--- src/rtl/port_mux_sched.sv ---
// Select scheduler for the two-input packet mux (generator = input 0, pass-through = input 1).
// Latency: select is registered (1 cycle); the mux's active input follows at the next EOP or idle cycle.
// Backpressure: none; monitor-only on the mux write strobes, request inputs only steer select.
//
// Ports:
//   clk, reset               clock; synchronous active-high reset
//   in_wr_0/1, in_ctrl_0/1   word strobe and ctrl field seen by each mux input (observed only)
//   req_0/1                  per-input packet-pending request
//   sched_en, force_sel      weighted round-robin enable, or fixed select when disabled
//   weight_0/1               packets per turn for each input (0 behaves as 1)
//   select                   registered mux select
//   cur_input                shadow of the mux's active input
//   turn_cnt                 packets started in the current turn (saturating)
//   pkt_cnt_0/1, word_cnt_0/1  statistics, present only when PORT_SCHED_STATS_EN is defined
//
// Build option: define PORT_SCHED_STATS_EN to add the per-input packet/word counters.

module port_mux_sched #(
    parameter int CTRL_WIDTH   = 8,
    parameter int WEIGHT_WIDTH = 8
`ifdef PORT_SCHED_STATS_EN
    ,
    parameter int STAT_WIDTH   = 32
`endif
) (
    input  logic                    clk,
    input  logic                    reset,
    input  logic                    in_wr_0,
    input  logic [CTRL_WIDTH-1:0]   in_ctrl_0,
    input  logic                    in_wr_1,
    input  logic [CTRL_WIDTH-1:0]   in_ctrl_1,
    input  logic                    req_0,
    input  logic                    req_1,
    input  logic                    sched_en,
    input  logic                    force_sel,
    input  logic [WEIGHT_WIDTH-1:0] weight_0,
    input  logic [WEIGHT_WIDTH-1:0] weight_1,
    output logic                    select,
    output logic                    cur_input,
    output logic [WEIGHT_WIDTH-1:0] turn_cnt
`ifdef PORT_SCHED_STATS_EN
    ,
    output logic [STAT_WIDTH-1:0]   pkt_cnt_0,
    output logic [STAT_WIDTH-1:0]   pkt_cnt_1,
    output logic [STAT_WIDTH-1:0]   word_cnt_0,
    output logic [STAT_WIDTH-1:0]   word_cnt_1
`endif
);

    // Shadow of the mux's packet parser: header words carry nonzero ctrl,
    // the first zero-ctrl word enters the payload, the next nonzero ctrl word ends it.
    typedef enum logic [1:0] {
        IDLE = 2'd0,
        HDRS = 2'd1,
        PKT  = 2'd2
    } state_t;

    state_t                  state;
    state_t                  state_nxt;

    logic                    w;
    logic [CTRL_WIDTH-1:0]   c;
    logic                    sop;
    logic                    eop;
    logic                    sw;
    logic                    cur_nxt;
    logic [WEIGHT_WIDTH-1:0] turn_nxt;
    logic                    select_nxt;

    logic [WEIGHT_WIDTH-1:0] wt_raw;
    logic [WEIGHT_WIDTH-1:0] wt_eff;
    logic                    req_cur;
    logic                    req_oth;
    logic                    idle_gap;

    // Only the active input's strobe and ctrl matter to the mux parser.
    always_comb begin
        w = in_wr_0;
        c = in_ctrl_0;
        if (cur_input) begin
            w = in_wr_1;
            c = in_ctrl_1;
        end
    end

    // Parser next state. A switch is only legal with no packet in flight:
    // either an idle cycle without a new SOP, or the EOP cycle itself.
    always_comb begin
        state_nxt = state;
        sop       = 1'b0;
        eop       = 1'b0;
        sw        = 1'b0;
        case (state)
            IDLE: begin
                if (w) begin
                    state_nxt = HDRS;
                    sop       = 1'b1;
                end else if (select != cur_input) begin
                    sw = 1'b1;
                end
            end
            HDRS: begin
                if (w && (c == '0)) begin
                    state_nxt = PKT;
                end
            end
            PKT: begin
                if (w && (c != '0)) begin
                    state_nxt = IDLE;
                    eop       = 1'b1;
                    sw        = (select != cur_input);
                end
            end
            default: begin
                state_nxt = IDLE;
            end
        endcase
    end

    // Active input and turn counter follow the parser; a new turn starts at zero.
    always_comb begin
        cur_nxt  = cur_input;
        turn_nxt = turn_cnt;
        if (sw) begin
            cur_nxt  = select;
            turn_nxt = '0;
        end else if (sop && (turn_cnt != {WEIGHT_WIDTH{1'b1}})) begin
            turn_nxt = turn_cnt + 1'b1;
        end
    end

    // Scheduling inputs seen from the currently active side.
    always_comb begin
        wt_raw  = cur_input ? weight_1 : weight_0;
        req_cur = cur_input ? req_1 : req_0;
        req_oth = cur_input ? req_0 : req_1;
    end

    assign wt_eff   = (wt_raw == '0) ? {{(WEIGHT_WIDTH-1){1'b0}}, 1'b1} : wt_raw;

    // The active input is truly idle: parser between packets, no SOP now, nothing queued.
    assign idle_gap = (state == IDLE) && !w && !req_cur;

    // Select policy. Once select differs from cur_input the request is committed
    // and held until the mux follows, even if the other side stops requesting.
    // The turn check uses the post-update count so select flips on the SOP edge
    // of the last packet of the turn, giving the mux the whole packet to follow.
    always_comb begin
        select_nxt = select;
        if (!sched_en) begin
            select_nxt = force_sel;
        end else if (select == cur_input) begin
            if (req_oth && ((turn_nxt >= wt_eff) || idle_gap)) begin
                select_nxt = ~cur_input;
            end
        end
    end

    always_ff @(posedge clk) begin
        if (reset) begin
            state     <= IDLE;
            cur_input <= 1'b0;
            turn_cnt  <= '0;
            select    <= 1'b0;
        end else begin
            state     <= state_nxt;
            cur_input <= cur_nxt;
            turn_cnt  <= turn_nxt;
            select    <= select_nxt;
        end
    end

`ifdef PORT_SCHED_STATS_EN
    // Counters are attributed to the input active during the word; they wrap freely.
    always_ff @(posedge clk) begin
        if (reset) begin
            pkt_cnt_0  <= '0;
            pkt_cnt_1  <= '0;
            word_cnt_0 <= '0;
            word_cnt_1 <= '0;
        end else begin
            if (eop && !cur_input) begin
                pkt_cnt_0 <= pkt_cnt_0 + 1'b1;
            end
            if (eop && cur_input) begin
                pkt_cnt_1 <= pkt_cnt_1 + 1'b1;
            end
            if (w && !cur_input) begin
                word_cnt_0 <= word_cnt_0 + 1'b1;
            end
            if (w && cur_input) begin
                word_cnt_1 <= word_cnt_1 + 1'b1;
            end
        end
    end
`endif

endmodule

--- config.mk ---
export PLATFORM = sky130hd
export DESIGN_NAME = port_mux_sched
export DESIGN_NICKNAME = d
export VERILOG_FILES = /design/src/rtl/port_mux_sched.sv
export SDC_FILE = /design/constraint.sdc
export NUM_CORES = 1
export LEC_CHECK = 0
export ABC_CLOCK_PERIOD_IN_PS = 2800
export BUFFER_PORTS_ARGS = -buffer_cell sky130_fd_sc_hd__buf_2
export CAP_MARGIN = 10
export CORE_AREA = 5 5 46 77
export DETAILED_ROUTE_END_ITERATION = 12
export DIE_AREA = 0 0 51 82
export GPL_TIMING_DRIVEN = 0
export PLACE_DENSITY = 0.7
export SLEW_MARGIN = 20
export SYNTH_ARGS = -nofsm -noshare
export SYNTH_HDL_FRONTEND = slang
export SYNTH_SLANG_ARGS = --single-unit
--- constraint.sdc ---
create_clock -name clk -period 2.8 [get_ports clk]
set_input_delay 0 -clock clk [delete_from_list [all_inputs] [get_ports clk]]
set_output_delay 0 -clock clk [all_outputs]
set_load 0.05 [all_outputs]
# After elaboration in Yosys (flattened, before gate mapping)
# Cells that the tools add are included.
# classes
muxes,21
n_reduce_logical,15
order_cmp,1
eq_ne,10
add_sub_neg,1
bitwise_logic,1
# ops
cell,count
two-way mux 8 bit,5
zero test 8 bit,2
two-way mux 1 bit,11
"adder 8 x 1 -> 8 bit, second input constant",1
>= comparator 8 bit,1
"inequality test 8 bit, second input constant",1
nonzero test 8 bit,1
logical AND 1 bit,6
two-way mux 2 bit,3
"inequality test 2 bit, second input constant",3
case mux 2 bit (3 select lines),1
"inequality test 2 x 1 -> 1 bit, second input constant",2
AND reduction 3 bit,1
"== test 2 x 1 -> 1 bit, second input constant",1
"== test 2 bit, second input constant",1
zero test 1 bit,2
zero test 2 bit,1
case mux 1 bit (2 select lines),1
AND reduction 2 bit,1
== test 1 bit,1
logical OR 1 bit,1
inequality test 1 bit,1
inverter 1 bit,1
# word_totals
input_bits,40
output_inout_bits,10
wordCells,53
regBits,12

# Depth between registers and ports, before layout
# Gate-level depths: netlist (run 1).
# logic_depth
word_depth,12
depth_mapped,12
depth_no_buf,12

# Worst setup path before layout (run 1)
# No wires, ideal clock.
# synth_timing
path_type,reg-to-reg
start,register cur_input
end,register select
required_time_ns,2.688
arrival_time_ns,2.996
setup_ns,0.112
period_less_slack_ns,3.108
path_buffers,1
path_stages_with_launch,12
path_slack_ns,-0.308
cell_sequence,dfxtp_1 buf_4 mux2_4 and3_1 o21ai_0 nor2_1 ha_1 o21ai_1 a21oi_1 o31a_1 o41a_1 a2111oi_1
# synth_via
elab_chain_len,11
elab_cells_between_ends,34
classes_between,order compare (1); eq/ne (4); mux (17); bitwise (1); reduce/logical (11)
# synth_lines
item,line_no,rtl
start: declaration,39,"output logic cur_input,"
start signal: assignment,167,cur_input <= cur_nxt;
two-way mux 8 bit or two-way mux 1 bit (tied branches),80,if (cur_input) begin
nonzero test 8 bit or two-way mux 1 bit (tied branches),"108, 95",
logical AND 1 bit or two-way mux 1 bit (tied branches),"108, 93",
two-way mux 1 bit or logical AND 1 bit (tied branches),"108, 127",
case mux 1 bit (2 select lines) or two-way mux 8 bit (tied branches),"93, 127",
two-way mux 8 bit (*),124,if (sw) begin
named net turn_nxt[2],67,logic [WEIGHT_WIDTH-1:0] turn_nxt;
>= comparator 8 bit (*),153,if (req_oth && ((turn_nxt >= wt_eff) || idle_gap)) begin
logical OR 1 bit (*),153,
logical AND 1 bit (*),153,
inequality test 2 x 1 -> 1 bit (no source line) (*),--,
AND reduction 2 bit (no source line) (*),--,
end signal: assignment,169,select <= select_nxt;
end: declaration,38,"output logic select,"
# Mark *: on every way through the listed nets, which the timed path passes. The rest lies on a longest branch. The select of a mux whose other input is x is not followed.
# A chain may end at the register's enable or synchronous reset.

# Final worst setup path (run 1)
# Ends and elaborated chain as after synthesis.

==> impl_metrics.toml, run 1 <==
[die]
top_level_ports = 50
core_area_um2 = 2900
die_y_um = 82
die_w_um = 51
initial_core_util_pct = 37.4
rows = 26
die_area_um2 = 4180

[grt]
grtUsageTotal_pct = 16.7
grt_max_degree = 11
grt_pass1_vias = 1288
antenna_found_initial = 0
grt_pass1_wl_um = 5230
grt_overflow = 0

[route]
drt_iter0_drc = 9
ant_nets = 0
firstDrtPassIters = 4
wl_per_cell_um = 16.0
drc = 0
viasPerCell = 5.56
drt-total-wl_um = 3500
dr_total_vias = 1213

[critical_path]
path_depth = 11
cpPeakStageDelay_ns = 0.43
r2r-start = "cur_input"
slowest_stage = "o41a_1"
path_common_cell = "nor2_1"
crit_start = "cur_input"
crit_chain = "mux2_4, and3_4, nand3_1, mux2i_2, nor2_1, ha_1, nand4_1, nor2_1, o31a_1, o41a_1, a2111oi_2"
worstSetupPathType = "reg2reg"
r2r_end = "select"
rrSetupSlack_ns = 0.08
cp_top_family = "compound AO/OA/AOI/OAI gates"
worstSetupEndpointType = "register"
crit_arrival_ns = 2.86
cp.required_ns = 2.94
cp-start-kind = "register"
reg2regPathDepth = 11
cp_max_fo = 6
cp_num_buf_inv = 0
endpoint = "select"

[clock_network]
clk_pin_slew_ns = 0.05
cts-root-buf = "clkbuf_8"
clk_latency_ns = 0.24
cts_max_level = 1
clk_path_buf_depth = 2
cts_tree = "done"
clkSinkCount = 12
cts-buffers-inserted = 3

[sta]
setup_viol = 0
clock_skew_ns = 0.00760
finalCritPeriodShare_pct = 97.1
layout_setup_ws_ns = 0.0822
hold_viol = 0
worst_slew_pin_slew_ns = 0.477
min_period_ns = 2.72
max_freq_mhz = 368
setup_tns_ns = 0
drv_slew = 0
max_slew_margin_pct = 67.9

[power]
ir_drop_mv = 0.238
power_mw = 0.546
powerDensity_nw_per_um2 = 340
p_leak_nw = 0.716

[worst_hold_path]
hold_path_class = "in2reg"

[status]
status = "finished, final reports clean"

[logic_synthesis]
ys_seq_area_share_pct = 22.2
netlist_area_um2 = 1080
synth_warnings = 0
netlist_instances = 128
synth_fp_nets = 177
syn_avg_cell_area_um2 = 8.46
synth.distinct_cells = 41
ys_ff_latch = 12

[placement]
dp.cells = 205
dp_hpwl_um = 2570
numPortBuffers = 49
pre_cts_ws_ns = -0.131
gp_congestion = 0.794

[cells_and_area]
fin_nets = 240
final_cells = 218
area_growth_pct = 48.4
fin_util_pct = 55.5
layout-drive-gt1-share_pct = 57.4
diodes = 0

[flow_run]
maxCapViolCount = 0
-- final cells by class --
cell class	instances	area, µm²
fillers	262	1290
multi-input cells	110	902
repair buffers	60	330
flip-flops and latches	12	260
clock buffers	4	45.0
well taps	28	35.0
plain buffers	3	30.0
inverters	1	3.75
-- routing by layer --
layer | up-vias | part of all wire [%] | global-route usage (%)
met4 | 0 | 3.8 | 13.2
met1 | 570 | 33 | 14.7
met2 | 32 | 58 | 32.2
met3 | 13 | 4.3 | 2.72
li1 | 598 | - | -
met5 | - | 0 | 0
-- worst min path at each step --
stage	startpoint	end	slack, ns	cells past startpoint
global placement	reset	cur_input	0.22	2
detailed placement	reset	cur_input	0.22	2
floorplan	reset	cur_input	0.06	1
finish	force_sel	select	0.08	3
global route	force_sel	select	0.11	3
CTS	force_sel	select	0.08	3
-- synthesized netlist by cell type (all sizes together) --
master	n	area share (%)
dfxtp	12	22
and2	2	1.2
o31ai	1	0.69
nor2	24	9.9
nor4	5	5.2
nand3	7	3.2
xor2	1	0.81
nand3b	1	0.69
and3	3	1.7
nand4	4	2.3
and4	2	1.6
a2111oi	2	1.7
or2	1	0.58
a211oi	1	0.69
mux2i	13	12
a21oi	5	2.3
o41a	1	1.0
o311a	1	0.92
o21ai	5	2.3
o31a	1	0.81
inv	1	0.35
nand2	6	2.1
buf	5	3.6
nor3	1	0.46
nor3b	1	0.69
xnor2	3	2.4
nand2b	2	1.2
mux2	2	2.4
o41ai	1	0.81
ha	9	10
nor2b	5	3.6
-- layout by cell type, fill, tap and decap left out, types with 5 or more instances in the layout --
cell | Yosys | layout
buf_2 | 1 | 49
nor2_1 | 17 | 15
buf_4 | 1 | 11
nor2_2 | 7 | 8
mux2i_2 | 0 | 7
ha_1 | 9 | 7
dfxtp_2 | 0 | 7
mux2i_1 | 13 | 6
nand3_1 | 7 | 6
nand2_1 | 6 | 6
a21oi_1 | 5 | 5
-- worst min-delay path, stage by stage --
cell       delay, ns
buf_2           0.09
nor2_1          0.12
a2111oi_2       0.07
-- state kept, by name, summed over array words and instances (netlist names) --
register and cells:
select 1, turn_cnt 8, cur_input 1, state 2
-- metrics by stage --
| stage | area (µm²) | hold WS [ns] |
|---|---|---|
| after detailed placement | 1390 | 0.221 |
| after global routing | 1610 | 0.112 |
| after CTS | 1570 | 0.0766 |
| final | 1610 | 0.0833 |
| after global placement | 1390 | 0.224 |
| after floorplan | 1100 | 0.0627 |
-- cell families after synthesis --
group / share of synthesized area (%)
AOI/OAI and AO/OA: 11.3
xor gates and xnor gates: 3.24
adders and majority gates: 10.4
buffers and inverters: 3.93
DFF: 22.2
muxes: 14.4
and+or+nand+nor: 34.5
-- where the power goes --
part | internal [mW] | switching, mW
clock network | 0.100 | 0.0639
logic | 0.0947 | 0.0979
registers | 0.178 | 0.0105
-- timing repair --
| item | in CTS | in global routing |
|---|---|---|
| hold buffers | 1 | 0 |
| pin swaps | 9 | 5 |
| buffers inserted | 7 | 3 |
| gates resized for setup | 20 | 4 |
| endpoints found under the hold margin | 3 | 0 |
| cloned | 0 | 0 |
| setup endpoints to repair | 1 | 1 |
Note: power is estimated with default switching activity, not from simulation.
==> inputs of run 2 (changes only) <==
--- a/config.mk
+++ b/config.mk
@@ -8,9 +8,9 @@
 export ABC_CLOCK_PERIOD_IN_PS = 2800
 export BUFFER_PORTS_ARGS = -buffer_cell sky130_fd_sc_hd__buf_2
 export CAP_MARGIN = 10
-export CORE_AREA = 5 5 46 77
+export CORE_AREA = 2 2 43 74
 export DETAILED_ROUTE_END_ITERATION = 12
-export DIE_AREA = 0 0 51 82
+export DIE_AREA = 0 0 45 76
 export GPL_TIMING_DRIVEN = 0
 export PLACE_DENSITY = 0.7
 export SLEW_MARGIN = 20
==> run 2 against run 1 <==
Core utilization increased by 0.67 points. Maximum frequency increased by 1.9%. Critical path depth unchanged.
==> impl_metrics.toml, run 2 (synthesis results as in run 1) <==
[power]
p_leak_nw = 0.714
ir_drop_mv = 0.345
powerDensity_nw_per_um2 = 338

[critical_path]
r2r-start = "cur_input"
worstSetupPathType = "reg2reg"
cp-start-kind = "register"
cpPeakStageDelay_ns = 0.42
worstSetupEndpointType = "register"
crit_start = "cur_input"
slowest_stage = "o41a_1"
crit_chain = "mux2_4, and3_4, nand4_1, mux2i_2, nor2_1, ha_1, nand4_1, nor2_1, o31a_1, o41a_1, a2111oi_2"
crit_arrival_ns = 2.81
cp_max_fo = 6
cp.required_ns = 2.94

[sta]
clock_skew_ns = 0.00675
worst_slew_pin_slew_ns = 0.462
setup_viol = 0
max_slew_margin_pct = 68.9
finalCritPeriodShare_pct = 95.2
hold_viol = 0
min_period_ns = 2.67
max_freq_mhz = 375
whs_ns = 0.113
drv_slew = 0

[status]
status = "finished, final reports clean"

[route]
drt_iter0_drc = 26
firstDrtPassIters = 4
dr_total_vias = 1253
drc = 0
ant_nets = 0
viasPerCell = 5.80
drt-total-wl_um = 3340
wl_per_cell_um = 15.4

[die]
top_level_ports = 50
die_w_um = 45
die_area_um2 = 3420
initial_core_util_pct = 37.8
rows = 26
die_y_um = 76
core_area_um2 = 2860

[cells_and_area]
top_register = "turn_cnt"
largest_reg_flops = 8
diodes = 0
largestRegisters = "turn_cnt: 8 flops, state: 2 flops"
layout-drive-gt1-share_pct = 57.4
final_cell_mix = "buf_2, nor2_1, nor2_2"
final_common_cell = "buf_2"
area_growth_pct = 48.6
fin_nets = 238
final_cells = 216

[grt]
grt_pass1_wl_um = 5260
grt_overflow = 0
grt_pass1_vias = 1294
antenna_found_initial = 0
grtUsageTotal_pct = 19.8
grt_max_degree = 11

[placement]
dp.cells = 205
dp_hpwl_um = 2420
gp_congestion = 0.871
numPortBuffers = 49

[clock_network]
clk_pin_slew_ns = 0.06
clkSinkCount = 12
clk_latency_ns = 0.24
cts-root-buf = "clkbuf_8"
clk_path_buf_depth = 2
cts_tree = "done"
cts-buffers-inserted = 3
cts_max_level = 1

[worst_hold_path]
hold_path_class = "in2reg"
hold_start = "force_sel"

[flow_run]
maxCapViolCount = 0
-- run 2: power by group --
part / total [mW] / internal, mW / leakage, nW / switching (mW)
clock: 0.166 / 0.100 / 0.0228 / 0.0657
sequential: 0.191 / 0.178 / 0.103 / 0.0126
combinational: 0.186 / 0.0916 / 0.588 / 0.0948
total: 0.543 / 0.370 / 0.714 / 0.173
-- run 2: critical path, delay by kind of cell (launching register included) --
| kind | cells | cell delay (ns) |
|---|---|---|
| fa+ha+maj | 1 | 0.29 |
| mux | 2 | 0.64 |
| flops | 1 | 0.38 |
| compound gates | 3 | 0.75 |
| simple gates | 5 | 0.51 |
-- run 2: through the flow --
| stage | setup slack, ns | instance area, µm² | utilization (%) | setup TNS (ns) | power, mW |
|---|---|---|---|---|---|
| 2_1_floorplan | 0.0396 | 1100 | - | 0 | 0.288 |
| 3_3_place_gp | -0.109 | 1390 | 48.4 | -0.109 | 0.335 |
| 3_5_place_dp | -0.0834 | 1390 | 48.4 | -0.0834 | 0.342 |
| 4_1_cts | 0.0118 | 1570 | 54.7 | 0 | 0.538 |
| 5_1_grt | -0.00311 | 1610 | 56.2 | -0.00311 | 0.573 |
| 6_report | 0.133 | 1610 | 56.2 | 0 | 0.543 |
-- run 2: final cells by class --
cell class / count / area, µm²
plain buffers: 2 / 22.5
inverters: 1 / 3.75
well taps: 28 / 35.0
flip-flops and latches: 12 / 259
fillers: 272 / 1250
multi-input cells: 110 / 922
clock buffers: 4 / 45.0
repair buffers: 59 / 320
-- run 2: path summary, 6_finish.rpt --
path              slack [ns]  cells after the start   endpoint
setup / recovery        0.13                     11     select
hold / removal          0.11                      3     select
setup reg to reg        0.13                     11     select
hold reg to reg         0.59                      2  cur_input
-- run 2: timing repair --
action | CTS | global route
endpoints found under the hold margin | 2 | 0
pin swaps | 12 | 5
gates cloned | 0 | 0
hold buffers | 1 | 0
endpoints found under the setup margin | 1 | 1
setup buffers | 6 | 3
resized for setup | 22 | 4
-- run 2: layer usage --
layer  wire [µm]  GRT usage [%]  up-vias
met5           0              0        -
met4         140           9.71        0
met1        1130           18.4      591
li1            -              -      596
met3         148           1.90       18
met2        1920           38.4       48
==> inputs of run 3 (changes only) <==
--- a/config.mk
+++ b/config.mk
@@ -12,6 +12,7 @@
 export DETAILED_ROUTE_END_ITERATION = 12
 export DIE_AREA = 0 0 45 76
 export GPL_TIMING_DRIVEN = 0
+export MAX_ROUTING_LAYER = met4
 export PLACE_DENSITY = 0.7
 export SLEW_MARGIN = 20
 export SYNTH_ARGS = -nofsm -noshare
==> run 3 against run 2 <==
Final cell count is 3.2% higher. Sequential share of layout area is 1.1 points lower. Non-clock buffer count is 7 higher. Combinational power is 21% higher. Via count is 3.5% higher. Critical endpoint unchanged. Largest cell class unchanged.
==> impl_metrics.toml, run 3 (synthesis results as in run 1) <==
[die]
die_w_um = 45
core_area_um2 = 2860
initial_core_util_pct = 37.8
top_level_ports = 50
die_area_um2 = 3420
die_y_um = 76
rows = 26

[critical_path]
r2r_end = "select"
r2r-start = "cur_input"
worstSetupEndpointType = "register"
rrSetupSlack_ns = 0.004
worstSetupPathType = "reg2reg"
cp_max_fo = 6
cp.required_ns = 2.94
reg2regPathDepth = 11
crit_start = "cur_input"
cp-start-kind = "register"
crit_arrival_ns = 2.93
endpoint = "select"

[clock_network]
clk_path_buf_depth = 2
clk_pin_slew_ns = 0.06
clk_latency_ns = 0.24
cts-root-buf = "clkbuf_8"
cts_max_level = 1
cts-buffers-inserted = 3
clkSinkCount = 12
cts_tree = "done"

[sta]
layout_setup_ws_ns = 0.00351
max_slew_margin_pct = 73.0
setup_tns_ns = 0
clock_skew_ns = 0.00228
hold_viol = 0
min_period_ns = 2.80
whs_ns = 0.0804
drv_slew = 0
max_freq_mhz = 358
finalCritPeriodShare_pct = 99.9
worst_slew_pin_slew_ns = 0.399
setup_viol = 0

[flow_run]
maxCapViolCount = 0

[placement]
dp_hpwl_um = 2380
dp.cells = 205
gp_congestion = 0.873
post_dp_cell_area_um2 = 1390
numPortBuffers = 49
pre_cts_ws_ns = -0.132

[grt]
grt_pass1_vias = 1332
grt_max_degree = 11
grt_overflow = 0
grtUsageTotal_pct = 19.5
antenna_found_initial = 0
grt_pass1_wl_um = 5090

[power]
power_mw = 0.603
ir_drop_mv = 0.279
powerDensity_nw_per_um2 = 349
p_leak_nw = 0.745

[route]
wl_per_cell_um = 15.4
firstDrtPassIters = 4
drt_iter0_drc = 23
drc = 0
dr_total_vias = 1297
viasPerCell = 5.82
ant_nets = 0
drt-total-wl_um = 3430

[cells_and_area]
top_register = "turn_cnt"
largestRegisters = "turn_cnt: 8 flops, state: 2 flops"
diodes = 0
area_growth_pct = 59.8
final_cell_mix = "buf_2, buf_4, nor2_1"
final_common_cell = "buf_2"
fin_nets = 245
final_cell_area_um2 = 1730
layout-drive-gt1-share_pct = 64.1
largest_reg_flops = 8
final_cells = 223
fin_util_pct = 60.4

[worst_hold_path]
hold_path_class = "in2reg"

[status]
status = "finished, final reports clean"
[run 3: final cells by class]
| type | count | area (µm²) |
|---|---|---|
| Clock buffer | 4 | 55.1 |
| Fill cell | 239 | 1130 |
| Buffer | 3 | 30.0 |
| Timing Repair Buffer | 65 | 365 |
| Tap cell | 28 | 35.0 |
| Sequential cell | 12 | 260 |
| Multi-Input combinational cell | 110 | 980 |
| Inverter | 1 | 3.75 |
[run 3: critical path, cell delays in order, from the launching register on]
cell	delay, ns
dfxtp_4	0.37
mux2_4	0.35
and3_4	0.20
nand3_1	0.11
mux2i_2	0.32
nor2_1	0.10
ha_1	0.31
nand4_1	0.09
nor2_1	0.05
o31a_1	0.12
o41a_1	0.43
a2111oi_2	0.22
[run 3: routing by layer]
metal | share of wire (%) | GRT usage, % | vias up
met1 | 34 | 16.4 | 616
met5 | 0 | - | -
met2 | 56 | 35.1 | 52
li1 | - | - | 610
met4 | 4.7 | 15.0 | 0
met3 | 5.3 | 2.37 | 19
[run 3: how the worst min path moves through the flow]
stage | endpoint | from | cells past startpoint
floorplan | cur_input | reset | 1
global placement | cur_input | reset | 2
detailed placement | cur_input | reset | 2
CTS | select | force_sel | 3
global route | select | force_sel | 3
finish | select | force_sel | 3
[run 3: timing repair]
| action | 4_1_cts | 5_1_grt |
|---|---|---|
| gates cloned | 1 | 0 |
| hold endpoints to repair | 1 | 0 |
| setup buffers | 7 | 7 |
| pin swaps | 8 | 10 |
| hold buffers | 1 | 0 |
| resized for setup | 18 | 20 |
| endpoints found under the setup margin | 1 | 1 |
[run 3: power by group]
group	internal (mW)	switching [mW]
Combinational	0.114	0.112
Clock	0.124	0.0664
Sequential	0.178	0.00920
Total	0.416	0.187
